**config.mk**
```make
export PLATFORM = sky130hd
export DESIGN_NAME = jk_pattern_driver
export DESIGN_NICKNAME = d
export VERILOG_FILES = /design/src/rtl/jk_pkg.sv /design/src/rtl/jk_excite.sv /design/src/rtl/jk_pattern_driver.sv
export SDC_FILE = /design/constraint.sdc
export NUM_CORES = 1
export LEC_CHECK = 0
export CORE_MARGIN = 4
export CORE_UTILIZATION = 45
export DETAILED_ROUTE_END_ITERATION = 7
export GPL_ROUTABILITY_DRIVEN = 0
export PLACE_DENSITY = 0.79
export SYNTH_ARGS = -nofsm -noshare
export SYNTH_HDL_FRONTEND = slang
export SYNTH_SLANG_ARGS = --single-unit
```
**constraint.sdc**
```tcl
create_clock -name CLK -period 1.3 [get_ports CLK]
set_clock_uncertainty 0.15 [all_clocks]
set_input_delay 0.13 -clock CLK [delete_from_list [all_inputs] [get_ports CLK]]
set_output_delay 0.13 -clock CLK [all_outputs]
set_load 0.02 [all_outputs]
```
**src/rtl/jk_pkg.sv**
```systemverilog
// Shared types and constants for the JK pattern driver: FSM states,
// {J,K} excitation encodings and the supported pattern-length range.
package jk_pkg;

    typedef enum logic [1:0] {
        ST_IDLE  = 2'd0,
        ST_SHIFT = 2'd1,
        ST_CHECK = 2'd2
    } state_e;

    // Encodings are {J, K}; the toggle pair 2'b11 is deliberately absent.
    localparam logic [1:0] JK_HOLD  = 2'b00;
    localparam logic [1:0] JK_SET   = 2'b10;
    localparam logic [1:0] JK_RESET = 2'b01;

    localparam int WIDTH_MIN = 2;
    localparam int WIDTH_MAX = 32;

    function automatic logic [1:0] jk_encode(input logic q_cur, input logic q_next);
        if (q_cur == q_next) begin
            return JK_HOLD;
        end else if (q_next) begin
            return JK_SET;
        end else begin
            return JK_RESET;
        end
    endfunction

endpackage

```
**src/rtl/jk_excite.sv**
```systemverilog
// Combinational JK excitation: picks the {J,K} pair that moves a JK flop
// from q_cur to q_next without ever using the toggle pair.
import jk_pkg::*;

module jk_excite (
    input  logic q_cur,
    input  logic q_next,
    output logic j,
    output logic k
);

    assign {j, k} = jk_encode(q_cur, q_next);

endmodule

```
**src/rtl/jk_pattern_driver.sv**
```systemverilog
// Serial JK pattern driver: replays a WIDTH-bit Q pattern LSB-first as J/K.
// Define JK_FB_CHECK_EN to compare Q_FB against the internal Q model.
import jk_pkg::*;

module jk_pattern_driver #(
    parameter int WIDTH = 8,
    parameter int CNT_W = 8
) (
    input  logic             CLK,
    input  logic             RST,
    input  logic [WIDTH-1:0] DATA_IN,
    input  logic             LOAD_VALID,
    output logic             LOAD_READY,
    output logic             J,
    output logic             K,
    input  logic             Q_FB,
    output logic             BUSY,
    output logic             DONE,
    output logic             ERR,
    output logic [CNT_W-1:0] ERR_CNT
);

    localparam int IDX_W = (WIDTH > 2) ? $clog2(WIDTH) : 1;
    localparam logic [IDX_W-1:0] LAST_IDX = IDX_W'(WIDTH - 1);
    localparam logic [CNT_W-1:0] CNT_MAX  = '1;

    state_e             state_q, state_d;
    logic [WIDTH-1:0]   data_q, data_d;
    logic [IDX_W-1:0]   idx_q, idx_d;
    logic               q_m_q, q_m_d;
    logic               j_q, j_d;
    logic               k_q, k_d;
    logic               ready_q, ready_d;
    logic               done_q, done_d;
    logic               err_q, err_d;
    logic [CNT_W-1:0]   cnt_q, cnt_d;

    logic               next_bit;
    logic               ex_j, ex_k;
    logic               mismatch;

    // In IDLE the first bit comes straight from DATA_IN so bit 0 is driven at the handshake edge.
    assign next_bit = (state_q == ST_IDLE) ? DATA_IN[0] : data_q[0];

    jk_excite u_excite (
        .q_cur  (q_m_q),
        .q_next (next_bit),
        .j      (ex_j),
        .k      (ex_k)
    );

`ifdef JK_FB_CHECK_EN
    assign mismatch = (Q_FB != q_m_q);
`else
    logic unused_q_fb;
    assign unused_q_fb = Q_FB;
    assign mismatch    = 1'b0;
`endif

    always_comb begin
        state_d = state_q;
        data_d  = data_q;
        idx_d   = idx_q;
        q_m_d   = q_m_q;
        j_d     = 1'b0;
        k_d     = 1'b0;
        ready_d = ready_q;
        done_d  = 1'b0;
        err_d   = err_q;
        cnt_d   = cnt_q;

        // Every edge spent in SHIFT or CHECK checks the bit applied one cycle earlier.
        if ((state_q != ST_IDLE) && mismatch) begin
            err_d = 1'b1;
            if (cnt_q != CNT_MAX) begin
                cnt_d = cnt_q + 1'b1;
            end
        end

        case (state_q)
            ST_IDLE: begin
                ready_d = 1'b1;
                if (ready_q && LOAD_VALID) begin
                    state_d = ST_SHIFT;
                    data_d  = DATA_IN >> 1;
                    idx_d   = IDX_W'(1);
                    q_m_d   = DATA_IN[0];
                    j_d     = ex_j;
                    k_d     = ex_k;
                    ready_d = 1'b0;
                    err_d   = 1'b0;
                end
            end
            ST_SHIFT: begin
                data_d = data_q >> 1;
                idx_d  = idx_q + 1'b1;
                q_m_d  = data_q[0];
                j_d    = ex_j;
                k_d    = ex_k;
                if (idx_q == LAST_IDX) begin
                    state_d = ST_CHECK;
                end
            end
            ST_CHECK: begin
                done_d  = 1'b1;
                ready_d = 1'b1;
                state_d = ST_IDLE;
            end
            default: begin
                state_d = ST_IDLE;
            end
        endcase
    end

    always_ff @(posedge CLK) begin
        if (RST) begin
            state_q <= ST_IDLE;
            data_q  <= '0;
            idx_q   <= '0;
            q_m_q   <= 1'b0;
            j_q     <= 1'b0;
            k_q     <= 1'b1;
            ready_q <= 1'b0;
            done_q  <= 1'b0;
            err_q   <= 1'b0;
            cnt_q   <= '0;
        end else begin
            state_q <= state_d;
            data_q  <= data_d;
            idx_q   <= idx_d;
            q_m_q   <= q_m_d;
            j_q     <= j_d;
            k_q     <= k_d;
            ready_q <= ready_d;
            done_q  <= done_d;
            err_q   <= err_d;
            cnt_q   <= cnt_d;
        end
    end

    assign LOAD_READY = ready_q;
    assign J          = j_q;
    assign K          = k_q;
    assign BUSY       = (state_q != ST_IDLE);
    assign DONE       = done_q;
    assign ERR        = err_q;
    assign ERR_CNT    = cnt_q;

endmodule

```
==> impl_metrics.yaml <==
die:
  pin_count: 26
  floorplan.die_area_um2: 2730
  initial_utilization_pct: 49.4
  floorplan.die.width_um: 52.2
  fp-row-count: 15
  fp.coreArea_um2: 1780
  die_height_um: 52.2
worst_hold_path:
  type_of_the_tightest_min_delay_check: "input pin to flip-flop"
  min-delay-start: "DATA_IN[3]"
  hold_depth: 3
  worstHoldEndpoint: "data_q[2]"
setup_path:
  cp-startpoint: "state_q[1]"
  worst_r2r_endpoint: "data_q[1]"
  critical_path_arrival_ns: 1.40
  timing.rr.start: "state_q[1]"
  ff2ff_path_depth: 4
  crit_path_max_incr_delay_ns: 0.37
  setup.worst_path.start_class: "flip-flop"
  rrSetupSlack_ns: -0.04
  path_max_fanout: 12
  end_kind: "flip-flop"
  critPathRequiredTime_ns: 1.37
  cp_class: "flip-flop to flip-flop"
  cpMaxStageDelayCell: "sky130_fd_sc_hd__dfxtp_4"
  critical_path.cell_chain: "buf_6, nor2b_4, nand2_2, a311oi_2"
pwr:
  leakagePower_nw: 0.526
  worst_vdd_rail_ir_drop_mv: 0.705
  power_density_nw_per_um2: 988
  intPower_uw: 849
  sw_ratio_pct: 30.4
  power.clock.fraction_pct: 24.0
  sequentialPowerShare_pct: 48.7
  comb_power_share_pct: 27.3
  p_switching_uw: 370
clocking:
  clk_pin_slew_worst_paths_ns: 0.12
  cts_inserted_buffers: 3
  cts_tree: "built"
  worstSkewPairLatency_ns: 0.30
  h_tree_depth_reported_by_cts: 1
  clock_sinks: 17
  clk_root_buffer_cell: "sky130_fd_sc_hd__clkbuf_4"
  clk_path_buf_depth: 2
routing:
  drt-wirelength-per-cell_um: 14.2
  route.antenna.remaining_nets: 0
  vias_per_cell: 5.06
  via_count: 734
  drtPass1Iterations: 4
  dr.first_iter.drc_count: 7
  drc_errors: 0
  route.final.wire_length_um: 2060
finish:
  fin_nets: 135
  post_route_cells_drive_above_1_share_pct: 42.5
  diodes: 0
  multiInputGateArea_um2: 529
  fin_cells: 145
  seqCellArea_um2: 353
  syn2layout_area_growth_pct: 40.1
  layout_filler_cell_count: 151
  final_cell_area_um2: 1230
synth:
  syn_area_um2: 881
  syn-mean-instance-area_um2: 9.47
  post_synthesis_cells: 93
  seq_total_area_yosys_pct: 38.6
  ys_types: 30
  ys_ff_latch: 17
  synthesis.yosys.warnings: 0
sta:
  timing.final.max_slew_violations: 0
  whs_ns: 0.240
  finalHoldViolations: 0
  final-setup-viol-count: 2
  setup_ws_post_layout_ns: -0.0367
  grt_setup_unrepaired: "true"
  timing.final.crit_period_ns: 1.34
  min_period_over_period_pct: 103
  max_clock_freq_ghz: 0.748
status:
  violated_checks: "negative setup slack"
  run_status: "finished, violations left"
global_routing:
  overflow: 0
  first_global_vias: 725
  grt_start_max_net_pins: 18
  grt_pass1_wl_um: 3240
  grt_antenna_before_repair: 0
  grt_util_overall_pct: 16.1
run:
  cap_viol_max_count: 0
placed_design:
  place.detailed.hpwl_um: 1330
  placed_cells: 138
  port_buffers: 15
  placement.cell_area_um2: 1080
-- worst max-delay path by stage --
stage,slack [ns],end,cells after the start
floorplan,0.06,state_q[0],4
global placement,-0.21,J,4
detailed placement,-0.28,J,4
CTS,-0.04,data_q[1],4
global route,-0.10,data_q[4],4
finish,-0.04,data_q[1],4
-- metal layers --
metal	track usage, %	up-vias	routed length (um)
li1	-	365	-
met1	19.7	349	879
met2	27.2	16	1040
met3	2.28	4	103
met4	8.51	0	34
met5	0	-	0
-- worst max-delay path: cells and delay by family (launching register included) --
family                 cells  cell delay, ns
buffers and inverters      1            0.15
and+or+nand+nor            2            0.31
AOI/OAI and AO/OA          1            0.29
DFF                        1            0.37
-- power groups by stage --
stage	logic [mW]	clock network, mW	registers, mW
2_1_floorplan	0.198	0	0.601
3_3_place_gp	0.280	0	0.599
3_5_place_dp	0.288	0	0.601
4_1_cts	0.310	0.291	0.592
5_1_grt	0.357	0.320	0.601
6_report	0.333	0.292	0.594
-- stage by stage --
| step | total power [mW] | setup TNS (ns) | util (%) | worst slack [ns] |
|---|---|---|---|---|
| 4_1_cts | 1.19 | -0.121 | 65.6 | -0.0351 |
| 6_report | 1.22 | -0.0403 | 69.2 | -0.0367 |
| 3_3_place_gp | 0.879 | -2.48 | 60.6 | -0.209 |
| 3_5_place_dp | 0.889 | -3.14 | 60.6 | -0.282 |
| 5_1_grt | 1.28 | -0.560 | 69.2 | -0.104 |
| 2_1_floorplan | 0.799 | 0 | - | 0.0598 |
-- layout make-up --
type | instances | area share, %
clock inverter | 1 | 0.406
sequential | 17 | 28.6
tap | 25 | 2.54
multi-input combinational | 67 | 42.9
timing repair buffer | 29 | 22.8
inverter | 3 | 0.913
clock buffer | 3 | 1.83
-- registers in the layout, indices dropped and copies added, names as in the netlist --
| register | flops |
|---|---|
| K | 1 |
| LOAD_READY | 1 |
| data_q | 7 |
| DONE | 1 |
| q_m_q | 1 |
| J | 1 |
| idx_q | 3 |
| state_q | 2 |
-- cell families (layout without fill, tap and decap cells) --
kind of cell | Yosys count | after routing | synth area share, %
compound gates | 26 | 27 | 24.1
fa+ha+maj | 2 | 2 | 2.84
buf+inv | 19 | 36 | 15.3
flops | 17 | 17 | 38.6
mux | 2 | 2 | 2.41
other cells | 1 | 9 | 0.426
simple gates | 26 | 27 | 16.2
-- synthesized netlist by cell type (all sizes together) --
library cell	count	share of area [%]
and2	1	0.71
a21oi	5	4.1
buf	14	13
a221oi	1	0.99
clkbuf	2	0.85
nand2b	1	0.71
a211oi	1	0.85
nor3b	1	0.85
a31o	1	0.99
conb	1	0.43
nor2	2	2.0
a311oi	6	6.0
o21ai	3	1.7
o21a	1	0.85
o211a	1	1.1
mux2i	1	1.1
o21ba	6	6.8
mux2	1	1.3
nor2b	1	1.6
nor3	3	1.7
nand3	1	0.57
nor4b	1	1.7
inv	3	1.3
nand2	15	6.4
ha	2	2.8
dfxtp	17	39
o22ai	1	0.71
-- placed cells by master (no fill, tap or decap), drive strengths merged, types with 6 or more instances in the layout --
master and n:
nand2 15, dfxtp 17, clkdlybuf4s50 9, buf 15
a311oi 6, a21oi 6, conb 9, o21ba 6
-- timing repair --
action | in CTS | in global routing
pin swaps | 1 | 6
gates cloned | 2 | 0
setup buffers | 0 | 2
resized for setup | 25 | 18
endpoints found under the setup margin | 18 | 13
hold buffers | 0 | 0
No activity file was read; power rests on OpenSTA's default activity.
